==> config.mk <==
export PLATFORM = sky130hd
export DESIGN_NAME = spi_cfg_controller
export DESIGN_NICKNAME = d
export VERILOG_FILES = /design/src/rtl/spi_cfg_pkg.sv /design/src/rtl/spi_rr_arb2.sv /design/src/rtl/spi_cfg_controller.sv
export SDC_FILE = /design/constraint.sdc
export NUM_CORES = 1
export LEC_CHECK = 0
export BUFFER_PORTS_ARGS = -buffer_cell sky130_fd_sc_hd__buf_4
export CORE_MARGIN = 5
export CORE_UTILIZATION = 35
export CTS_BUF_LIST = sky130_fd_sc_hd__clkbuf_16
export DETAILED_ROUTE_END_ITERATION = 7
export GPL_TIMING_DRIVEN = 0
export PLACE_DENSITY = 0.6
export SYNTH_ARGS = -nofsm -noshare
export SYNTH_HDL_FRONTEND = slang
export SYNTH_SLANG_ARGS = --single-unit
==> constraint.sdc <==
create_clock -name clk -period 3 [get_ports clk]
set_input_delay 0.6 -clock clk [delete_from_list [all_inputs] [get_ports clk]]
set_output_delay 0.6 -clock clk [all_outputs]
set_load 0.05 [all_outputs]
==> src/rtl/spi_cfg_pkg.sv <==
// Shared FSM type, frame layout constants and frame builder for the SPI configuration controller.
package spi_cfg_pkg;

  localparam int FRAME_BITS     = 16;
  localparam int WRITE_FLAG_BIT = 15;
  localparam int ADDR_W         = 7;
  localparam int DATA_W         = 8;

  typedef enum logic [2:0] {
    IDLE,
    SETUP,
    SHIFT_HI,
    SHIFT_LO,
    GAP
  } state_t;

  // Write frame: flag bit on top, then the 7-bit address, then the data byte.
  function automatic logic [FRAME_BITS-1:0] build_frame(input logic [ADDR_W-1:0] addr,
                                                        input logic [DATA_W-1:0] data);
    logic [FRAME_BITS-1:0] f;
    f                             = '0;
    f[WRITE_FLAG_BIT]             = 1'b1;
    f[WRITE_FLAG_BIT-1 -: ADDR_W] = addr;
    f[DATA_W-1:0]                 = data;
    return f;
  endfunction

endpackage

==> src/rtl/spi_rr_arb2.sv <==
// Two-way round-robin arbiter: on a tie the requester not granted last wins.
module spi_rr_arb2 (
  input  logic       clk,
  input  logic       rst,
  input  logic [1:0] req,
  input  logic       advance,
  output logic [1:0] grant,
  output logic       grant_idx
);

  logic last_q;

  // NOTE: every always_comb output gets a default first so no path can infer a latch.
  always_comb begin
    grant_idx = 1'b0;
    case (req)
      2'b10:   grant_idx = 1'b1;
      2'b11:   grant_idx = ~last_q;
      default: grant_idx = 1'b0;
    endcase
    grant = 2'b00;
    if (req != 2'b00) grant = grant_idx ? 2'b10 : 2'b01;
  end

  // Pointer resets to 1 so requester 0 wins the first tie.
  always_ff @(posedge clk) begin
    if (rst)          last_q <= 1'b1;
    else if (advance) last_q <= grant_idx;
  end

endmodule

==> src/rtl/spi_cfg_controller.sv <==
// Arbitrated register-write SPI master (mode 0, 16-bit frames) for the on-chip PWM peripheral.
// Optional register mirror output enabled by defining SPI_CFG_SHADOW_EN.
module spi_cfg_controller
  import spi_cfg_pkg::*;
#(
  parameter int CLK_DIV    = 4,
  parameter int GAP_CYCLES = 8,
  parameter int MAX_ADDR   = 4
) (
  input  logic              clk,
  input  logic              rst,
  input  logic              req0_valid,
  input  logic [ADDR_W-1:0] req0_addr,
  input  logic [DATA_W-1:0] req0_data,
  output logic              req0_ready,
  input  logic              req1_valid,
  input  logic [ADDR_W-1:0] req1_addr,
  input  logic [DATA_W-1:0] req1_data,
  output logic              req1_ready,
  output logic              SCLK,
  output logic              COPI,
  output logic              nCS,
  output logic              busy,
  output logic              grant_id,
  output logic              err_addr
`ifdef SPI_CFG_SHADOW_EN
  ,
  output logic [8*(MAX_ADDR+1)-1:0] shadow_regs
`endif
);

  localparam int CNT_MAX = (CLK_DIV > GAP_CYCLES) ? CLK_DIV : GAP_CYCLES;
  localparam int CNT_W   = $clog2(CNT_MAX);
  localparam logic [CNT_W-1:0] DIV_LAST = CNT_W'(CLK_DIV - 1);
  localparam logic [CNT_W-1:0] GAP_LAST = CNT_W'(GAP_CYCLES - 1);

  state_t                state_q, state_d;
  logic [CNT_W-1:0]      div_q, div_d;
  logic [3:0]            bit_q, bit_d;
  logic [FRAME_BITS-1:0] shift_q, shift_d;

  logic [1:0]        req_vec, grant;
  logic              grant_idx, accept, bad_addr, in_frame;
  logic [ADDR_W-1:0] sel_addr;
  logic [DATA_W-1:0] sel_data;

  // A requester whose ready is showing is masked so the same request is not taken twice.
  assign req_vec  = (state_q == IDLE) ? {req1_valid & ~req1_ready, req0_valid & ~req0_ready} : 2'b00;
  assign accept   = |req_vec;
  assign sel_addr = grant_idx ? req1_addr : req0_addr;
  assign sel_data = grant_idx ? req1_data : req0_data;
  assign bad_addr = sel_addr > ADDR_W'(MAX_ADDR);
  assign in_frame = (state_q == SETUP) || (state_q == SHIFT_HI) || (state_q == SHIFT_LO);

  spi_rr_arb2 u_arb (
    .clk       (clk),
    .rst       (rst),
    .req       (req_vec),
    .advance   (accept),
    .grant     (grant),
    .grant_idx (grant_idx)
  );

  always_comb begin
    state_d = state_q;
    div_d   = div_q + CNT_W'(1);
    bit_d   = bit_q;
    shift_d = shift_q;
    case (state_q)
      IDLE: begin
        div_d = '0;
        if (accept && !bad_addr) begin
          state_d = SETUP;
          bit_d   = 4'd15;
          shift_d = build_frame(sel_addr, sel_data);
        end
      end
      SETUP: if (div_q == DIV_LAST) begin
        state_d = SHIFT_HI;
        div_d   = '0;
      end
      SHIFT_HI: if (div_q == DIV_LAST) begin
        state_d = SHIFT_LO;
        div_d   = '0;
        shift_d = {shift_q[FRAME_BITS-2:0], 1'b0};
      end
      SHIFT_LO: if (div_q == DIV_LAST) begin
        div_d = '0;
        if (bit_q == 4'd0) begin
          state_d = GAP;
        end else begin
          state_d = SHIFT_HI;
          bit_d   = bit_q - 4'd1;
        end
      end
      GAP: if (div_q == GAP_LAST) begin
        state_d = IDLE;
        div_d   = '0;
      end
      default: state_d = IDLE;
    endcase
  end

  // Pins are registered from the current state, so they trail the state by one cycle;
  // busy is registered from the next state so it matches the state exactly.
  // NOTE: sequential state uses non-blocking assignments so every register samples pre-edge values.
  always_ff @(posedge clk) begin
    if (rst) begin
      state_q    <= IDLE;
      div_q      <= '0;
      bit_q      <= '0;
      shift_q    <= '0;
      req0_ready <= 1'b0;
      req1_ready <= 1'b0;
      err_addr   <= 1'b0;
      grant_id   <= 1'b0;
      SCLK       <= 1'b0;
      COPI       <= 1'b0;
      nCS        <= 1'b1;
      busy       <= 1'b0;
    end else begin
      state_q    <= state_d;
      div_q      <= div_d;
      bit_q      <= bit_d;
      shift_q    <= shift_d;
      req0_ready <= grant[0];
      req1_ready <= grant[1];
      err_addr   <= accept & bad_addr;
      if (accept) grant_id <= grant_idx;
      SCLK       <= (state_q == SHIFT_HI);
      COPI       <= in_frame & shift_q[FRAME_BITS-1];
      nCS        <= ~in_frame;
      busy       <= (state_d != IDLE);
    end
  end

`ifdef SPI_CFG_SHADOW_EN
  logic [ADDR_W-1:0] addr_q;
  logic [DATA_W-1:0] data_q;

  // Mirror is written at the edge where nCS rises, i.e. the first GAP cycle.
  // NOTE: the mirror is small and software-visible, so it is reset like ordinary registers.
  always_ff @(posedge clk) begin
    if (rst) begin
      addr_q      <= '0;
      data_q      <= '0;
      shadow_regs <= '0;
    end else begin
      if (accept && !bad_addr) begin
        addr_q <= sel_addr;
        data_q <= sel_data;
      end
      if (state_q == GAP && div_q == '0) begin
        for (int i = 0; i <= MAX_ADDR; i++) begin
          if (addr_q == ADDR_W'(i)) shadow_regs[8*i +: 8] <= data_q;
        end
      end
    end
  end
`endif

endmodule

-- After elaboration in Yosys (flattened, before gate mapping)
Cells that the tools add are included.
- memories kept: 0
- latch bits: 0
- RAM bits: 0
- flip-flop bits (word level): 35
- word-level logic and storage cells: 74
- bits of input ports: 34
- ROM bits: 0
- multiplexer cells: 22
- divide/modulo/power cells: 0
- shift-type cells: 0
- add/sub/neg operators: 2
- bitwise gates (word level): 9
- reduce and logical (&&, ||, !) cells: 15
- magnitude comparators: 1
- equal/unequal tests: 12
- multipliers: 0
- operators by type and width (cell ; count):
    16-bit two-way mux ; 2
    16-bit one-hot mux with 2 select lines ; 1
    3-bit two-way mux ; 8
    3-bit one-hot mux with 5 select lines ; 1
    4-bit two-way mux ; 3
    3-bit by 2-bit equality test with 1-bit output (second input constant) ; 3
    3-bit one-hot mux with 3 select lines ; 1
    8-bit two-way mux ; 1
    4-bit one-hot mux with 2 select lines ; 1
    7-bit by 3-bit greater-than comparator with 1-bit output (second input constant) ; 1
    7-bit two-way mux ; 1
    3-bit equality test (second input constant) ; 2
    2-bit by 1-bit != test with 1-bit output (second input constant) ; 3
    2-bit nonzero test ; 3
    1-bit NOT ; 5
    1-bit AND ; 4
    2-bit equality test (second input constant) ; 2
    4-bit zero test ; 1
    2-bit two-way mux ; 2
    4-bit AND reduction ; 1
    2-bit OR reduction ; 2
    4-bit by 1-bit subtractor with 4-bit output (second input constant) ; 1
    3-bit by 1-bit adder with 3-bit output (second input constant) ; 1
    3-bit by 1-bit equality test with 1-bit output (second input constant) ; 1
    9 further kinds ; 10

-- Longest topological paths before layout
- depth after elaboration: 12
- gate-level depth with buffers: 8
- depth with buffers taken out: 7

-- Cells and area by module
A second synthesis with hierarchy kept.
- cells, all modules: 213
- area total of the unflattened synthesis: 1854.3 um^2
- by module, submodules not included (module ; area each (um^2) ; cells each ; seq. area each (um^2) ; instances):
    spi_cfg_controller ; 1789.2 ; 206 ; 680.7 ; 1
    spi_rr_arb2 ; 65.1 ; 7 ; 20.0 ; 1

-- Least setup slack after synthesis
OpenSTA, ideal clock, no wires.
- path kind: register to register
- start point: register req1_ready
- end point: register shift_q[0]
- required time: 2.877 ns
- setup time: 0.123 ns
- stages on the path, launching flop included: 6
- setup slack: 0.909 ns
- data arrival time: 1.968 ns
- path through: dfxtp_1 > and2b_1 > o2111ai_1 > mux2i_4 > a21oi_4 > mux2_1
- word-level cells in the longest chain between the ends: 11
- ends and longest elaborated chain (element ; line ; source):
    from (decl) ; spi_cfg_controller.sv:19 ; output logic req1_ready,
    from (signal assigned) ; spi_cfg_controller.sv:127 ; req1_ready <= grant[1];
    1-bit NOT * ; spi_cfg_controller.sv:48 ; assign req_vec = (state_q == IDLE) ? {req1_valid & ~req1_ready, req0_valid & ~req0_ready} : 2'b00;
    1-bit AND * ; spi_cfg_controller.sv:48 ;
    2-bit two-way mux * ; spi_cfg_controller.sv:48 ;
    2-bit equality test ; spi_rr_arb2.sv:16 ; case (req)
    1-bit one-hot mux with 2 select lines ; spi_rr_arb2.sv:16 ;
    7-bit two-way mux ; spi_cfg_controller.sv:50 ; assign sel_addr = grant_idx ? req1_addr : req0_addr;
    7-bit by 3-bit greater-than comparator with 1-bit output ; spi_cfg_controller.sv:52 ; assign bad_addr = sel_addr > ADDR_W'(MAX_ADDR);
    1-bit zero test ; spi_cfg_controller.sv:72 ; if (accept && !bad_addr) begin
    1-bit logical AND ; spi_cfg_controller.sv:72 ;
    2-bit by 1-bit != test with 1-bit output (no line) ; -- ;
    3-bit AND reduction (no line) ; -- ;
    to (signal assigned) ; spi_cfg_controller.sv:125 ; shift_q <= shift_d;
    to (decl) ; spi_cfg_controller.sv:40 ; logic [FRAME_BITS-1:0] shift_q, shift_d;
Mark *: on every way between the ends. The rest lies on a longest branch, timed or not. The select of a mux whose other input is x is not followed.
A chain may end at the register's enable or synchronous reset.

-- Worst setup path in the final report
- start point: register state_q[1]
- end point: register shift_q[11]
- word-level cells in the longest chain between the ends: 10
- ends and longest elaborated chain (element ; line ; source):
    from (decl) ; spi_cfg_controller.sv:37 ; state_t state_q, state_d;
    from (signal assigned) ; spi_cfg_controller.sv:122 ; state_q <= state_d;
    3-bit zero test ; spi_cfg_controller.sv:48, spi_cfg_controller.sv:69 ;
    2-bit two-way mux ; spi_cfg_controller.sv:48 ;
    2-bit equality test ; spi_rr_arb2.sv:16 ;
    1-bit one-hot mux with 2 select lines ; spi_rr_arb2.sv:16 ;
    7-bit two-way mux ; spi_cfg_controller.sv:50 ;
    7-bit by 3-bit greater-than comparator with 1-bit output ; spi_cfg_controller.sv:52 ;
    1-bit zero test ; spi_cfg_controller.sv:72 ;
    1-bit logical AND ; spi_cfg_controller.sv:72 ;
    2-bit by 1-bit != test with 1-bit output (no line) ; -- ;
    3-bit AND reduction (no line) ; -- ;
Parallel ways exist; a longest one is shown, timed or not. The select of a mux whose other input is x is not followed.

==> flow_metrics.tcl <==
set metrics [dict create \
    outcome "completed" \
    finalCritPeriodShare 0.685 \
    period_minus_slack_ns 2.05 \
    synth_edf_count 0 \
    clkSlewWorstSetupHoldPaths_ns 0.06 \
    max_stage_delay_ns 0.33 \
    total_power_mw 1.34 \
    synth.cell_area_mm2 0.00192 \
    ant_nets 0 \
    drt_iter0_markers 82 \
    maxSlewViolCount 0 \
    final_cells 341 \
    post-route-drc-count 0 \
    syn-num-nets 261 \
    post_cts_buffers 0 \
    vias_per_cell 4.91 \
    critical_path_class "reg -> reg" \
    setup_viol 0 \
    cp-start-kind "register" \
    skew_ns 0.00622 \
    htreeDepth 2 \
    hold_path_depth 1 \
    crit_family "simple AND/OR/NAND/NOR gates" \
    num-fill-cells 543 \
    critPathSlowestCell "a21oi_4" \
    syn_inst 221 \
    core.rowCount 27 \
    setup.worst_path.end_class "register" \
    antenna_found_initial 0 \
    dieArea_mm2 0.00706 \
    cts-resized-gates 0 \
    core_area_mm2 0.00541 \
    dieHeight_um 84.0 \
    tightest_slew_ns 0.512 \
    fin_util 0.463 \
    max_freq_mhz 487 \
    post-place-cells 333 \
    cts_tree "yes" \
    wl_um 4620 \
    reg2regPathDepth 7 \
    power_density_mw_per_mm2 537 \
    seq_area_frac_synth 0.365 \
    initial_utilization 0.355 \
    final_common_cell "buf_4" \
    ios 42 \
    grt_usage 0.138 \
    dpl.hpwl_um 3400 \
    synth.largest_area_cell "dfxtp_1" \
    dr.pass1.iters 4 \
    insertion_delay_ns 0.28 \
    final_cell_mix "42 x buf_4, 35 x dfxtp_1, 25 x nor2_1" \
    final_nets 308 \
    drive_gt1_frac 0.227 \
    place_area_mm2 0.00231 \
    worstPathRequired_ns 3.21 \
    grt_setup_unrepaired "false" \
    port_buffers 40 \
    wl_met1_um 2200 \
    cp_max_fo 10 \
    setup_total_negative_slack_ns 0 \
    power_leakage_nw 1.16 \
    syn_avg_cell_area_um2 8.68 \
    wl_per_cell_um 13.6 \
    grt_pass1_wl_um 7940 \
    numCtsBuffers 5 \
    fin_ws_ns 0.945 \
    path_depth 7 \
    synth_top_area_frac 0.365 \
    yosysWarnings 0 \
    synth_cell_types 42 \
    max-vdd-ir-drop_uv 264 \
    path_cells "buf_4, nor3_4, nand3_4, mux2i_4, a21oi_4, buf_6, mux2i_1" \
    vias 1673 \
    die_w_um 84.0 \
    cap_violations 0 \
    whs_ns 0.431 \
    clock-sinks 35 \
    fin_area_mm2 0.00250 \
    place_congestion 0.884 \
    clock_path_buffers 2 \
    wl_met2_um 2140 \
    hold_buffers 0 \
    ys.flop_type "dfxtp_1" \
    grt_overflow 0 \
    worst_ep_arrival_time_ns 2.26 \
    antenna_cells 0 \
    top_layer "met4" \
    dp_slack_ns 0.674 \
    grt_pass1_vias 1676 \
    ys_ff_latch 35 \
    max_slew_margin 0.659 \
    postSynth.asyncResetShare 0 \
    hold_viol 0 \
    crit_buf_inv 2 \
    netlist_top_cells_area "dfxtp_1 37%, mux2i_1 8.3%, a211o_1 6.4%" \
    area_delta_synth_final_pct 30.4 \
    hold_path_class "reg -> reg" \
    grt_max_degree 13 \
    root_buffer "clkbuf_16" \
    wl_met3_um 215 \
]
## layer usage
layer | up-vias | global-route usage
li1 | 876 | -
met1 | 752 | 0.182
met2 | 36 | 0.215
met3 | 9 | 0.0405
met4 | 0 | 0.0468
met5 | - | 0
## registers in the layout (all words and copies together), names as in the netlist
signal        cells
nCS               1
div_q             3
state_q           3
busy              1
SCLK              1
shift_q          16
grant_id          1
bit_q             4
req1_ready        1
COPI              1
u_arb.last_q      1
err_addr          1
req0_ready        1
## report_power, final
group / total, mW / switching [mW] / internal [mW]
combinational: 0.182 / 0.0958 / 0.0860
clock: 0.677 / 0.201 / 0.476
sequential: 0.485 / 0.00718 / 0.478
total: 1.34 / 0.304 / 1.04
## worst paths after layout
kind                            slack [ns]                       end                  start
worst min register to register        0.43       div_q[0]$_SDFF_PP0_    div_q[0]$_SDFF_PP0_
worst max-delay path                  0.95  shift_q[11]$_SDFFE_PP0P_  state_q[1]$_SDFF_PP0_
worst min-delay path                  0.43       div_q[0]$_SDFF_PP0_    div_q[0]$_SDFF_PP0_
worst max register to register        0.95  shift_q[11]$_SDFFE_PP0P_  state_q[1]$_SDFF_PP0_
## final cells by class
type	count	area, um2	share of cell area
repair buffers	40	300	0.120
flip-flops and latches	35	701	0.280
clock inverters	3	67.6	0.0270
inverters	6	22.5	0.00900
clock buffers	5	125	0.0500
plain buffers	14	85.1	0.0340
well taps	72	90.1	0.0360
multi-input cells	166	1110	0.444
## synth_stat cells, types with 2 or more instances
cell type,instances
inv_1,6
mux2i_1,16
nand2b_1,15
and2_1,2
nor2_1,25
a21oi_1,20
buf_4,2
buf_6,3
dfxtp_1,35
nor4_1,2
nand2_1,20
nor3b_1,2
buf_2,2
nor3_1,5
nor2b_1,2
o2111ai_1,2
nand3_1,4
and3_1,5
clkbuf_1,7
a221oi_1,2
xor2_1,2
a211o_1,14
ha_1,6
o21ai_0,4
## cells by family (layout without fill, tap and decap cells)
group	after synthesis	in the layout	synth area share
AOI/OAI and AO/OA	50	50	0.183
muxes	19	19	0.107
adders and majority gates	6	6	0.0391
xor gates and xnor gates	2	2	0.00913
and+or+nand+nor	89	89	0.241
buffers and inverters	20	68	0.0561
DFF	35	35	0.365
No activity file was read; power rests on OpenSTA's default activity.
